$ cat config.mk
export PLATFORM = sky130hd
export DESIGN_NAME = fetch_decode_queue
export DESIGN_NICKNAME = d
export VERILOG_FILES = /design/src/rtl/riscv_pkg.sv /design/src/rtl/fetch_queue_storage.sv /design/src/rtl/fetch_decode_queue.sv
export SDC_FILE = /design/constraint.sdc
export NUM_CORES = 1
export LEC_CHECK = 0
export CORE_ASPECT_RATIO = 1.1
export CORE_MARGIN = 5
export CORE_UTILIZATION = 50
export CTS_BUF_LIST = sky130_fd_sc_hd__clkbuf_4 sky130_fd_sc_hd__clkbuf_8
export CTS_CLUSTER_SIZE = 28
export DETAILED_ROUTE_END_ITERATION = 12
export PLACE_DENSITY = 0.71
export RECOVER_POWER = 100
export SKIP_CTS_REPAIR_TIMING = 1
export SYNTH_ARGS = -nofsm -noshare
export SYNTH_HDL_FRONTEND = slang
export SYNTH_SLANG_ARGS = --single-unit
export TNS_END_PERCENT = 100
$ cat constraint.sdc
create_clock -name clk -period 14.44 [get_ports clk]
set_input_delay 1.444 -clock clk [delete_from_list [all_inputs] [get_ports clk]]
set_output_delay 1.444 -clock clk [all_outputs]
set_load 0.05 [all_outputs]
$ cat src/rtl/riscv_pkg.sv
// Shared RISC-V front-end types: default widths and the fetch packet carried fetch -> decode.
package riscv_pkg;

    localparam int DEFAULT_XLEN               = 64;
    localparam int DEFAULT_INSTRUCTION_LENGTH = DEFAULT_XLEN / 2;

    typedef struct packed {
        logic [DEFAULT_XLEN-1:0]               pc;
        logic [DEFAULT_INSTRUCTION_LENGTH-1:0] instr;
    } fetch_packet_t;

endpackage

$ cat src/rtl/fetch_queue_storage.sv
// Packet storage for the fetch/decode queue: one write port, one asynchronous read port.
module fetch_queue_storage
    import riscv_pkg::*;
#(
    parameter int  DEPTH    = 4,
    parameter type packet_t = fetch_packet_t,
    localparam int AW       = $clog2(DEPTH)
) (
    input  logic          clk,
    input  logic          wr_en,
    input  logic [AW-1:0] wr_addr,
    input  packet_t       wr_data,
    input  logic [AW-1:0] rd_addr,
    output packet_t       rd_data
);

    // No reset: occupancy is tracked outside, so stale entries are never observed.
    packet_t mem [DEPTH];

    always_ff @(posedge clk) begin
        if (wr_en) begin
            mem[wr_addr] <= wr_data;
        end
    end

    assign rd_data = mem[rd_addr];

endmodule

$ cat src/rtl/fetch_decode_queue.sv
// Fetch-to-decode FIFO with flush. Define FETCH_DECODE_QUEUE_BYPASS_EN to let a packet
// arriving at an empty queue reach decode in the same cycle.
module fetch_decode_queue
    import riscv_pkg::*;
#(
    parameter int XLEN               = DEFAULT_XLEN,
    parameter int INSTRUCTION_LENGTH = XLEN / 2,
    parameter int DEPTH              = 4,
    localparam int PTR_W             = $clog2(DEPTH),
    localparam int CNT_W             = PTR_W + 1
) (
    input  logic                          clk,
    input  logic                          rst,
    input  logic                          in_valid,
    input  logic [XLEN-1:0]               in_pc,
    input  logic [INSTRUCTION_LENGTH-1:0] in_instr,
    output logic                          in_ready,
    output logic                          out_valid,
    output logic [XLEN-1:0]               out_pc,
    output logic [INSTRUCTION_LENGTH-1:0] out_instr,
    input  logic                          out_ready,
    input  logic                          flush,
    output logic [CNT_W-1:0]              count
);

    typedef struct packed {
        logic [XLEN-1:0]               pc;
        logic [INSTRUCTION_LENGTH-1:0] instr;
    } packet_t;

    logic [PTR_W-1:0] head_reg, head_next;
    logic [PTR_W-1:0] tail_reg, tail_next;
    logic [CNT_W-1:0] count_reg, count_next;
    logic             stored_valid;
    logic             bypass_active;
    logic             push_en;
    logic             pop_en;
    packet_t          wr_data;
    packet_t          head_data;

    assign in_ready     = (count_reg != CNT_W'(DEPTH));
    assign stored_valid = (count_reg != '0);

`ifdef FETCH_DECODE_QUEUE_BYPASS_EN
    assign bypass_active = !stored_valid && in_valid && !flush;
`else
    assign bypass_active = 1'b0;
`endif

    // A bypassed packet that decode takes immediately is never written into storage.
    assign pop_en  = stored_valid && out_ready;
    assign push_en = in_valid && in_ready && !(bypass_active && out_ready);

    assign wr_data.pc    = in_pc;
    assign wr_data.instr = in_instr;

    always_comb begin
        head_next  = head_reg;
        tail_next  = tail_reg;
        count_next = count_reg;
        if (flush) begin
            head_next  = '0;
            tail_next  = '0;
            count_next = '0;
        end else begin
            if (push_en) begin
                tail_next = tail_reg + PTR_W'(1);
            end
            if (pop_en) begin
                head_next = head_reg + PTR_W'(1);
            end
            case ({push_en, pop_en})
                2'b10:   count_next = count_reg + CNT_W'(1);
                2'b01:   count_next = count_reg - CNT_W'(1);
                default: count_next = count_reg;
            endcase
        end
    end

    always_ff @(posedge clk) begin
        if (rst) begin
            head_reg  <= '0;
            tail_reg  <= '0;
            count_reg <= '0;
        end else begin
            head_reg  <= head_next;
            tail_reg  <= tail_next;
            count_reg <= count_next;
        end
    end

    fetch_queue_storage #(
        .DEPTH    (DEPTH),
        .packet_t (packet_t)
    ) u_storage (
        .clk     (clk),
        .wr_en   (push_en && !flush),
        .wr_addr (tail_reg),
        .wr_data (wr_data),
        .rd_addr (head_reg),
        .rd_data (head_data)
    );

    always_comb begin
        out_valid = stored_valid || bypass_active;
        out_pc    = '0;
        out_instr = '0;
        if (stored_valid) begin
            out_pc    = head_data.pc;
            out_instr = head_data.instr;
        end else if (bypass_active) begin
            out_pc    = in_pc;
            out_instr = in_instr;
        end
    end

    assign count = count_reg;

endmodule

==> results.tsv <==
metric	value	unit
slowest_delay	2960	ps
p_per_area	127.0	nW/µm²
cts_root_buf	clkbuf_8	
r2r_cells	6	
fin_skew	31.56	ps
status	finished, violations left	
rows	66	
cts_buffers	59	
track_usage	17.40	%
drt_wl_total	28720	µm
cts.sinks	393	
synth_cells	663	
hold_viol	0	
cp_max_fo	47	
cap_violations	10	
grt-ovfl-total	0	
max-slew-margin-rel	-179.1	%
worst_pin_slew	4187	ps
fp.dieH	191.4	µm
antenna_found_initial	10	
clk_latency	570	ps
rr_startpoint	count[0]	
gp_congestion	0.7452	
yosysUniqueCellTypes	22	
max-clock-path-buffers	3	
largest_reg_flops	384	
grt_pass1_wl	44930	µm
path_clk_slew	60	ps
grt_max_degree	89	
cp_data_arrival_time	6640	ps
dieArea	33490	µm²
tns	0	ps
port_buffers	201	
slowest_stage	clkbuf_1	
ant_nets	0	
initial_core_util	50.61	%
htreeDepth	2	
cts_tree	yes	
ys_ff_latch	393	
rsz0062_at_grt	false	
ir_drop	0.00007010	V
hold_path_depth	2	
routedWlPerCell	21.56	µm
synth_nets	770	
finalCritPeriodShare	55.97	%
drc	0	
drive_gt1_share	21.07	%
viasPerCell	5.399	
core-area	29560	µm²
fill_cells	2105	
crit_buf_inv	3	
crit_path_end_kind	output pin	
fin_crit	8082	ps
hp-start	tail_reg[1]	
cp-start-kind	flip-flop	
r2r-end	u_storage.mem[3][47]	
finalPower	2.350	mW
fin_nets	1011	
min_to	tail_reg[1]	
syn_area	14960	µm²
final_common_cell	edfxtp_1	
rrSetupSlack	9080	ps
leakage	6.168	nW
vias	7192	
maxSlewViolCount	503	
yosys.area.top_type	edfxtp_1	
timing.fmax	123.7	MHz
cp.required	13000	ps
grt_pass1_vias	7861	
yosysWarnings	0	
finalSetupViolCount	0	
drtPass1Iterations	5	
post-dp-hpwl	16640	µm
io_pins	202	
yosysSeqAreaShare	78.27	%
path_depth	5	
violations	capacitance limit, slew limit	
die_w	174.9	µm
area_delta_synth_final	23.67	%
crit_chain	clkbuf_1 -> buf_4 -> mux4_2 -> and2_1 -> dlygate4sd3_1	
detail_route.iter0.violations	441	
synth_top_area_share	77.07	%
synth.area.top_cells	edfxtp_1 77%, mux4_2 14%, and2_1 4.0%, dfxtp_1 1.2%, ha_1 0.42%	
hp-class	flip-flop to flip-flop	
path_delay_family	buffers and inverters	
layout_common_cells	384 x edfxtp_1, 196 x dlygate4sd3_1, 96 x mux4_2, 96 x and2_1, 61 x clkbuf_8	
syn-mean-instance-area	22.57	µm²
setup.worst_path.class	flip-flop to output pin	
[routing by layer]
metal,wire length [µm],GRT usage [%]
met1,12520,23.58
met3,1972,4.925
met5,69,0
met2,13740,28.55
met4,420,4.050
[worst reg2reg max path, delay by kind of cell (launching register included)]
kind / cells / cell delay [ps]
buf+inv: 3 / 3810
flops: 1 / 450
simple gates: 3 / 590
[worst max-delay path by stage]
stage               from                   to  slack [ps]
2_1_floorplan   in_valid  u_storage.mem[0][0]        5160
3_3_place_gp   flip-flop        out_instr[14]        9260
3_5_place_dp   flip-flop        out_instr[30]        9260
4_1_cts        flip-flop        out_instr[30]        8620
5_1_grt        flip-flop        out_instr[28]        5400
6_report       flip-flop        out_instr[14]        6360
[power breakdown]
group	internal, mW	leakage (nW)	total [mW]	switching [mW]
registers	1.27	3.56	1.28	0.00477
clock network	0.486	0.640	0.884	0.398
logic	0.0702	1.97	0.188	0.118
total	1.83	6.17	2.35	0.520
[area by class of cell]
cell class / instances / area (µm²) / area share, %
clock buffers: 83 / 1005 / 5.430
multi-input cells: 228 / 3025 / 16.35
inverters: 8 / 30.03 / 0.1623
flip-flops and latches: 393 / 11720 / 63.33
diodes: 4 / 10.01 / 0.05409
well taps: 374 / 467.9 / 2.529
clock inverters: 28 / 178.9 / 0.9669
repair buffers: 214 / 2068 / 11.18
[synthesized netlist by cell type]
cell type and number:
dfxtp_1 9, nand2_1 1, a21oi_1 4, buf_2 12, fa_1 1, nand3_1 2
xor2_1 4, nor2_1 6, nor3b_1 5, and2_1 96, mux4_2 96, o311ai_0 1
buf_6 5, inv_1 8, o21ai_0 3, buf_12 1, or3_1 2, ha_1 5
clkbuf_1 16, or2_2 1, o31ai_1 1, edfxtp_1 384
[cell families (layout without fill, tap and decap cells)]
logic type / after synthesis / count (layout) / synth area share (%)
buffers and inverters: 42 / 333 / 1.514
other: 0 / 4 / 0
multiplexers: 96 / 96 / 14.45
flip-flops: 393 / 393 / 78.27
AO/OA/AOI/OAI: 9 / 9 / 0.3429
adder cells (fa/ha/maj): 6 / 6 / 0.5519
AND/OR/NAND/NOR: 113 / 113 / 4.633
XOR/XNOR: 4 / 4 / 0.2341
[stage by stage]
| stage | instances | worst slack [ps] | util (%) | hold slack [ps] | instance area [µm²] |
|---|---|---|---|---|---|
| floorplan | 663 | 5158 | - | 483.7 | 14960 |
| global placement | 1217 | 9261 | 58.76 | 497.3 | 17370 |
| detailed placement | 1217 | 9260 | 58.76 | 514.7 | 17370 |
| CTS | 1328 | 8623 | 62.76 | 523.8 | 18560 |
| global route | 1332 | 5397 | 62.59 | 563.5 | 18500 |
| finish | 1332 | 6358 | 62.59 | 528.7 | 18500 |
(Power assumes the default switching activity.)
